[config.mk]
export PLATFORM = sky130hd
export DESIGN_NAME = iopmp_err_capture
export DESIGN_NICKNAME = d
export VERILOG_FILES = /design/src/rtl/iopmp_err_capture_pkg.sv /design/src/rtl/iopmp_err_capture_rr_arb.sv /design/src/rtl/iopmp_err_capture.sv
export SDC_FILE = /design/constraint.sdc
export NUM_CORES = 1
export LEC_CHECK = 0
export BUFFER_PORTS_ARGS = -buffer_cell sky130_fd_sc_hd__buf_2
export CELL_PAD_IN_SITES_DETAIL_PLACEMENT = 1
export CELL_PAD_IN_SITES_GLOBAL_PLACEMENT = 2
export CORE_AREA = 2 2 115 117
export DETAILED_ROUTE_END_ITERATION = 10
export DIE_AREA = 0 0 117 119
export PLACE_DENSITY = 0.79
export REMOVE_ABC_BUFFERS = 1
export SYNTH_ARGS = -nofsm -noshare
export SYNTH_HDL_FRONTEND = slang
export SYNTH_SLANG_ARGS = --single-unit
[constraint.sdc]
create_clock -name clk -period 3.4 [get_ports clk]
set_clock_uncertainty 0.15 [all_clocks]
set_input_delay 0.51 -clock clk [delete_from_list [all_inputs] [get_ports clk]]
set_output_delay 0.51 -clock clk [all_outputs]
set_load 0.005 [all_outputs]
[src/rtl/iopmp_err_capture_pkg.sv]
// Shared types and constants for the IOPMP error-capture block.
// Covers the access type, error config, error record layout and encodings.
package iopmp_err_capture_pkg;

    localparam int unsigned SourceWidth = 8;
    localparam int unsigned DefaultCntW = 8;

    localparam logic [1:0] ERR_TTYPE_READ      = 2'd1;
    localparam logic [1:0] ERR_TTYPE_WRITE     = 2'd2;
    localparam logic [2:0] ERR_ETYPE_ILL_READ  = 3'd1;
    localparam logic [2:0] ERR_ETYPE_ILL_WRITE = 3'd2;

    typedef enum logic {
        IOPMP_ACC_READ  = 1'b0,
        IOPMP_ACC_WRITE = 1'b1
    } iopmp_req_e;

    typedef struct packed {
        logic ie;
    } err_cfg_t;

    typedef struct packed {
        logic       v;
        logic [1:0] ttype;
        logic [2:0] etype;
    } err_info_t;

endpackage

[src/rtl/iopmp_err_capture_rr_arb.sv]
// Combinational round-robin arbiter.
// Grants the first request at or after the pointer, wrapping around.
module iopmp_rr_arb #(
    parameter int unsigned N    = 2,
    parameter int unsigned IdxW = (N > 1) ? $clog2(N) : 1
) (
    input  logic [N-1:0]    req_i,
    input  logic [IdxW-1:0] ptr_i,
    output logic [IdxW-1:0] gnt_idx_o,
    output logic            gnt_valid_o
);

    int unsigned cand;
    logic        found;

    always_comb begin
        gnt_idx_o = '0;
        found     = 1'b0;
        cand      = 0;
        for (int unsigned i = 0; i < N; i++) begin
            cand = (32'(ptr_i) + i) % N;
            if (!found && req_i[cand]) begin
                found     = 1'b1;
                gnt_idx_o = IdxW'(cand);
            end
        end
    end

    assign gnt_valid_o = |req_i;

endmodule

[src/rtl/iopmp_err_capture.sv]
// Latches the first denied transaction into a single error record, counts
// violations lost while the record is held, and drives the IOPMP interrupt.
module iopmp_err_capture
    import iopmp_err_capture_pkg::*;
#(
    parameter int unsigned IOPMPNumChan = 2,
    parameter int unsigned AddrW        = 34,
    parameter int unsigned CntW         = DefaultCntW
) (
    input  logic                   clk,
    input  logic                   rst_ni,
    input  logic [IOPMPNumChan-1:0] viol_valid_i,
    input  logic [AddrW-1:0]       viol_addr_i   [IOPMPNumChan],
    input  iopmp_req_e             viol_access_i [IOPMPNumChan],
    input  logic [SourceWidth-1:0] viol_rrid_i   [IOPMPNumChan],
    input  err_cfg_t               err_cfg_i,
    input  logic                   clr_i,
    output err_info_t              err_info_o,
    output logic [AddrW-1:0]       err_reqaddr_o,
    output logic [SourceWidth-1:0] err_reqid_o,
    output logic [CntW-1:0]        err_svc_o,
    output logic                   irq_o
);

    localparam int unsigned IdxW = (IOPMPNumChan > 1) ? $clog2(IOPMPNumChan) : 1;
    localparam int unsigned SumW = CntW + $clog2(IOPMPNumChan) + 1;
    localparam logic [SumW-1:0] CntMax = {{(SumW - CntW){1'b0}}, {CntW{1'b1}}};

    typedef enum logic {
        StEmpty,
        StFull
    } state_e;

    state_e                 state_q;
    logic [IdxW-1:0]        ptr_q;
    logic [AddrW-1:0]       addr_q;
    logic [SourceWidth-1:0] rrid_q;
    logic [1:0]             ttype_q;
    logic [2:0]             etype_q;
    logic [CntW-1:0]        svc_q;
    logic                   irq_q;

    logic [IdxW-1:0] gnt_idx;
    logic            any_valid;

    iopmp_rr_arb #(
        .N    (IOPMPNumChan),
        .IdxW (IdxW)
    ) u_arb (
        .req_i       (viol_valid_i),
        .ptr_i       (ptr_q),
        .gnt_idx_o   (gnt_idx),
        .gnt_valid_o (any_valid)
    );

    logic [SumW-1:0] pop;
    logic [SumW-1:0] svc_base;
    logic [SumW-1:0] svc_sum;
    logic [CntW-1:0] svc_next;
    logic            is_full;
    logic            clr_eff;
    logic            capture;
    logic            v_next;
    logic [IdxW-1:0] ptr_next;

    always_comb begin
        pop = '0;
        for (int unsigned i = 0; i < IOPMPNumChan; i++) begin
            pop = pop + SumW'(viol_valid_i[i]);
        end
    end

    // A clear in the same cycle as a violation frees the record before arbitration.
    always_comb begin
        is_full  = (state_q == StFull);
        clr_eff  = is_full & clr_i;
        capture  = (~is_full | clr_i) & any_valid;
        v_next   = capture | (is_full & ~clr_i);
        svc_base = clr_eff ? '0 : SumW'(svc_q);
        svc_sum  = svc_base + pop - SumW'(capture);
        svc_next = (svc_sum > CntMax) ? CntMax[CntW-1:0] : svc_sum[CntW-1:0];
        ptr_next = (gnt_idx == IdxW'(IOPMPNumChan - 1)) ? '0 : gnt_idx + IdxW'(1);
    end

    always_ff @(posedge clk) begin
        if (!rst_ni) begin
            state_q <= StEmpty;
            ptr_q   <= '0;
            addr_q  <= '0;
            rrid_q  <= '0;
            ttype_q <= '0;
            etype_q <= '0;
            svc_q   <= '0;
            irq_q   <= 1'b0;
        end else begin
            state_q <= v_next ? StFull : StEmpty;
            svc_q   <= svc_next;
            irq_q   <= v_next & err_cfg_i.ie;
            if (capture) begin
                ptr_q  <= ptr_next;
                addr_q <= viol_addr_i[gnt_idx];
                rrid_q <= viol_rrid_i[gnt_idx];
                if (viol_access_i[gnt_idx] == IOPMP_ACC_WRITE) begin
                    ttype_q <= ERR_TTYPE_WRITE;
                    etype_q <= ERR_ETYPE_ILL_WRITE;
                end else begin
                    ttype_q <= ERR_TTYPE_READ;
                    etype_q <= ERR_ETYPE_ILL_READ;
                end
            end
        end
    end

    assign err_info_o    = {state_q == StFull, ttype_q, etype_q};
    assign err_reqaddr_o = addr_q;
    assign err_reqid_o   = rrid_q;
    assign err_svc_o     = svc_q;
    assign irq_o         = irq_q;

endmodule
==> results of run 1 <==
==> layout by cell type, fill, tap and decap left out, types with 2 or more instances in the layout <==
cell / count
buf_4: 6
o21ai_0: 3
nand2_1: 10
dfxtp_1: 55
nor2_1: 48
and2_1: 2
xnor2_1: 2
a21oi_1: 6
clkbuf_16: 5
nor3_1: 2
buf_2: 147
a211oi_1: 44
ha_1: 9
inv_1: 12
fa_1: 2
a31oi_1: 7
nand2b_1: 2
mux2i_1: 46
xor2_1: 3
==> metal layers <==
| metal | up-vias | track usage, % |
|---|---|---|
| met2 | 84 | 19.1 |
| met1 | 1187 | 13.3 |
| li1 | 1298 | - |
| met5 | - | 0 |
| met3 | 8 | 4.02 |
| met4 | 0 | 4.19 |
==> power breakdown <==
part | leakage [nW] | total (W) | internal (W) | switching [W]
Sequential | 0.459 | 0.000802 | 0.000749 | 0.0000529
Clock | 0.0875 | 0.000630 | 0.000371 | 0.000258
Combinational | 1.45 | 0.00110 | 0.000486 | 0.000613
Total | 2.00 | 0.00253 | 0.00161 | 0.000924
==> cells by family (layout without fill, tap and decap cells) <==
family / after synthesis / in the layout / synth area share (%)
adder cells (fa/ha/maj): 11 / 11 / 5.61
buffers and inverters: 36 / 175 / 6.21
XOR/XNOR: 6 / 6 / 2.21
multiplexers: 46 / 46 / 16.9
flip-flops: 55 / 55 / 40.5
AND/OR/NAND/NOR: 65 / 65 / 9.52
other: 1 / 1 / 0.138
AO/OA/AOI/OAI: 70 / 70 / 18.9
==> stage by stage <==
stage | power, W | setup TNS, ps | std cells
2_1_floorplan | 0.00156 | -122300 | 267
3_3_place_gp | 0.00185 | 0 | 597
3_5_place_dp | 0.00190 | -788 | 597
4_1_cts | 0.00255 | 0 | 605
5_1_grt | 0.00272 | 0 | 605
6_report | 0.00253 | 0 | 605
==> critical path: cells and delay by family, from the launching register on <==
kind | cells | cell delay [ps]
buf+inv | 1 | 50
compound gates | 4 | 760
flops | 1 | 340
simple gates | 2 | 390
xor+xnor | 1 | 270
fa+ha+maj | 3 | 1150
==> state kept, by name, summed over array words and instances, names as in the netlist <==
register	flops
err_reqaddr_o	34
err_reqid_o	8
err_svc_o	8
etype_q	2
irq_o	1
is_full	1
ptr_q	1
==> cell type report <==
class,instances,area [um^2]
clock buffers,6,139
fillers,1556,9050
well taps,176,220
inverters,13,48.8
repair buffers,154,801
clock inverters,2,38.8
flip-flops and latches,55,1100
multi-input cells,199,1480
==> what timing repair did <==
action / 4_1_cts / 5_1_grt
setup endpoints to repair: 0 / 2
resized for setup: 0 / 1
buffers inserted: 0 / 0
==> worst paths after layout <==
kind | start | end | slack (ps) | cells after the start
max | is_full$_SDFF_PN0_ | err_svc_o[4]$_SDFF_PN0_ | 130 | 11
min | err_cfg_i | irq_o$_SDFF_PN0_ | 260 | 2
max reg2reg | is_full$_SDFF_PN0_ | err_svc_o[4]$_SDFF_PN0_ | 130 | 11
min reg2reg | err_reqaddr_o[23]$_SDFFE_PN0P_ | err_reqaddr_o[23]$_SDFFE_PN0P_ | 350 | 2
==> metrics.csv, run 1 <==
stage;metric;value;unit
timing;hold_viol;0;
routing;wl_met2;3900;um
logic_synthesis;dominantRegCellSynth;dfxtp_1;
clocking;cts_buffers;5;
placement;place_area;0.00364;mm^2
clocking;clockBufferDepth;2;
logic_synthesis;async_reset_ff_share;0;%
clocking;htreeDepth;2;
layout;final_area;0.00383;mm^2
routing;dr.pass1.iters;4;
layout;syn_to_final_growth;40.8;%
routing;wl_met1;3390;um
placement;port_buffers;147;
logic_synthesis;syn_inst;290;
logic_synthesis;yosys-top-cells-area;dfxtp_1, mux2i_1, a211oi_1;
floorplanning;die_area;0.0139;mm^2
timing;worst_pin_slew;877;ps
floorplanning;fp-row-count;42;
critical_path;cp-end-kind;register;
routing;drt_first_iter_violations;100;
floorplanning;start_util;21.1;%
routing;via_count;2577;
critical_path;critPathArrivalTime;3270;ps
routing;avgViaCountPerCell;4.26;
global_route;grt_pass1_wl;12400;um
critical_path;cpMostUsedCell;fa_1;
critical_path;cp_max_fo;8;
routing;postRouteAntennaNets;0;
logic_synthesis;ys_warn_count;0;
timing;drv_slew;0;
critical_path;crit_chain;nor2b_1 > a21oi_4 > ha_1 > inv_1 > fa_1 > fa_1 > a211oi_2 > nor2_1 > a211oi_4 > xor2_4 > a31oi_1;
layout;final_nets;531;
timing;fin_crit_sh;96.2;%
floorplanning;die_w;117;um
global_route;antenna_found_initial;0;
critical_path;crit_required;3400;ps
clocking;hold_buffers;0;
routing;routed.top_layer;met4;
placement;gp_congestion;0.800;
hold_path;hold_path.class;input pin to register;
global_route;grt_pass1_vias;2621;
logic_synthesis;synth_common_cells;dfxtp_1, nor2_1, mux2i_1, a211oi_1;
timing;finalSetupViolations;0;
power_and_ir_drop;powerDensity;661;mW/mm^2
timing;max_freq;306;MHz
logic_synthesis;synth_top_area_cell;dfxtp_1;
logic_synthesis;netlist_area;0.00272;mm^2
timing;finalCriticalPeriod;3270;ps
logic_synthesis;synth_top_area_share;40.5;%
floorplanning;io_pins;149;
timing;rsz0062_at_grt;no;
placement;dp_slack;-124;ps
routing;routed_wirelength;7980;um
clocking;cts-root-buf;clkbuf_16;
critical_path;max_stage_delay;440;ps
logic_synthesis;postSynthAreaPerCell;9.38;um^2
routing;dr_wl_met3;572;um
placement;detailed_place_hpwl;6100;um
floorplanning;die-height;119;um
logic_synthesis;yosysSeqAreaShare;40.5;%
flow_run;maxCapViolCount;0;
power_and_ir_drop;p_leak;2.00;nW
clocking;cts.sinks;55;
floorplanning;fp.coreArea;0.0129;mm^2
timing;worst_slack;128;ps
routing;detail_route.wl_per_cell;13.2;um
logic_synthesis;synth.most_common_cell;dfxtp_1;
status;outcome;complete, no violations;
critical_path;crit_type;register to register;
routing;drc;0;
logic_synthesis;synth_edf_count;0;
power_and_ir_drop;max-vdd-ir-drop;0.191;mV
clocking;cts_tree;yes;
global_route;gr-total-overflow;0;
critical_path;setup.worst_path.start_class;register;
layout;final_core_util;29.7;%
logic_synthesis;synth_cell_types;32;
timing;maxSlewHeadroom;41.5;%
global_route;grt.total_usage;11.4;%
global_route;grt_max_degree;89;
layout;antenna_cells;0;
clocking;path_clk_slew;70;ps
critical_path;cpMaxStageDelayCell;fa_1;
layout;drive_gt1_share;39.6;%
timing;holdWs;258;ps
logic_synthesis;synth-seq-cells;55;
clocking;clock_latency;300;ps
Power figures use the tool's default switching activity.
==> inputs of run 2 (changes only) <==
- SETUP_SLACK_MARGIN: not set -> 0.2
==> metrics.csv, run 2 (synthesis results as in run 1) <==
stage;metric;value;unit
status;outcome;complete, no violations;
timing;holdWs;258;ps
floorplanning;die_area;0.0139;mm^2
critical_path;max_stage_delay;380;ps
routing;avgViaCountPerCell;4.25;
global_route;grt_pass1_vias;2660;
global_route;antenna_found_initial;0;
timing;finalSetupViolations;0;
critical_path;cpMaxStageDelayCell;fa_2;
layout;final_nets;534;
layout;antenna_cells;0;
timing;maxSlewHeadroom;41.5;%
power_and_ir_drop;powerDensity;671;mW/mm^2
critical_path;crit_required;3410;ps
critical_path;cpMostUsedCell;fa_2;
power_and_ir_drop;max-vdd-ir-drop;0.178;mV
layout;instances_no_fill;608;
critical_path;critPathCapture;err_svc_o[1]$_SDFF_PN0_;
critical_path;crit_type;register to register;
timing;drv_slew;0;
critical_path;crit_buf_inv;2;
routing;detail_route.wl_per_cell;13.2;um
hold_path;hold_path.class;input pin to register;
layout;largest_reg_flops;34;
global_route;grt.total_usage;11.5;%
global_route;grt_max_degree;89;
floorplanning;start_util;21.1;%
global_route;grt_pass1_wl;12500;um
clocking;cts_buffers;5;
clocking;cts-root-buf;clkbuf_16;
flow_run;maxCapViolCount;0;
floorplanning;fp-row-count;42;
critical_path;path_depth;12;
clocking;cts_tree;yes;
critical_path;cp-end-kind;register;
layout;mostFrequentLayoutCells;buf_2, dfxtp_1, nor2_1;
layout;final_common_cell;buf_2;
floorplanning;die_w;117;um
critical_path;rr_worst_depth;12;
clocking;clockBufferDepth;2;
clocking;cts.sinks;55;
placement;gp_congestion;0.800;
timing;finalCriticalPeriod;3060;ps
timing;fin_crit_sh;90.0;%
timing;worst_pin_slew;878;ps
critical_path;startpoint;is_full$_SDFF_PN0_;
routing;drt_first_iter_violations;116;
placement;dp.cells;597;
layout;syn_to_final_growth;41.6;%
timing;rsz0062_at_grt;no;
clocking;htreeDepth;2;
global_route;gr-total-overflow;0;
floorplanning;die-height;119;um
routing;routed_wirelength;8040;um
placement;detailed_place_hpwl;6100;um
critical_path;rrSetupSlack;340;ps
timing;fin_setup_tns;0;ps
timing;max_freq;327;MHz
critical_path;reg2reg_from;is_full$_SDFF_PN0_;
critical_path;r2r_end;err_svc_o[1]$_SDFF_PN0_;
clocking;path_clk_slew;70;ps
critical_path;setup.worst_path.start_class;register;
routing;dr.pass1.iters;4;
floorplanning;fp.coreArea;0.0129;mm^2
routing;postRouteAntennaNets;0;
clocking;clock_latency;300;ps
critical_path;crit_chain;nor2b_4 > a21oi_4 > ha_1 > inv_1 > fa_2 > fa_2 > a211oi_2 > nor2_1 > a211oi_4 > xor2_2 > buf_4 > a31oi_1;
routing;via_count;2585;
placement;port_buffers;147;
timing;hold_viol;0;
power_and_ir_drop;power;0.00258;W
power_and_ir_drop;p_leak;2.01;nW
layout;drive_gt1_share;40.7;%
critical_path;cp_top_family;adder cells;
floorplanning;io_pins;149;
critical_path;critPathArrivalTime;3070;ps
critical_path;cp_max_fo;4;
routing;drc;0;
clocking;hold_buffers;0;
run 2: changes by cell type in the layout (fill, tap and decap cells not counted), sizes merged:
cell  before  now
buf      154  157
run 2: area by class of cell:
type                            instances  area, um^2
Inverter                               13        48.8
Tap cell                              176         220
Clock inverter                          2        38.8
Fill cell                            1558        9020
Clock buffer                            6         139
Timing Repair Buffer                  157         823
Multi-Input combinational cell        199        1480
Sequential cell                        55        1100
run 2: power by group:
| group | switching, W | leakage, nW | internal [W] |
|---|---|---|---|
| Sequential | 0.0000522 | 0.459 | 0.000749 |
| Clock | 0.000259 | 0.0875 | 0.000371 |
| Combinational | 0.000619 | 1.47 | 0.000534 |
run 2: repair_timing:
item	4_1_cts	5_1_grt
pin swaps	1	2
endpoints found under the setup margin	8	8
gates resized for setup	1	3
setup buffers	2	1
run 2: worst min path at each step:
stage	startpoint	slack [ps]	cells past startpoint	end
floorplan	ptr_q$_SDFFE_PN0P_	300	2	ptr_q$_SDFFE_PN0P_
global placement	err_reqaddr_o[24]$_SDFFE_PN0P_	340	2	err_reqaddr_o[24]$_SDFFE_PN0P_
detailed placement	err_reqaddr_o[28]$_SDFFE_PN0P_	340	2	err_reqaddr_o[28]$_SDFFE_PN0P_
CTS	err_cfg_i	250	2	irq_o$_SDFF_PN0_
global route	err_cfg_i	250	2	irq_o$_SDFF_PN0_
finish	err_cfg_i	260	2	irq_o$_SDFF_PN0_
run 2: worst reg2reg max path, cell delays in order (launching register included):
cell and delay, ps:
dfxtp_1 360, nor2b_4 180, a21oi_4 40, ha_1 280, inv_1 50, fa_2 380, fa_2 370, a211oi_2 300
nor2_1 120, a211oi_4 240, xor2_2 200, buf_4 160, a31oi_1 70
run 2: layer usage:
layer / GRT usage [%] / part of all wire [%] / up-vias / wire [um]
met5: 0 / 0 / - / 0
met4: 4.71 / 2.0 / 0 / 161
met3: 4.12 / 7.4 / 12 / 597
met2: 19.2 / 49 / 90 / 3950
met1: 13.1 / 41 / 1181 / 3330
li1: - / - / 1302 / -
run 2: metrics by stage:
stage | util (%) | setup WS (ps) | area (um^2)
floorplan | - | -2590 | 2600
global placement | 28.3 | 23.6 | 3640
detailed placement | 28.3 | -124 | 3640
CTS | 29.8 | 243 | 3830
global route | 29.9 | 230 | 3850
finish | 29.9 | 341 | 3850
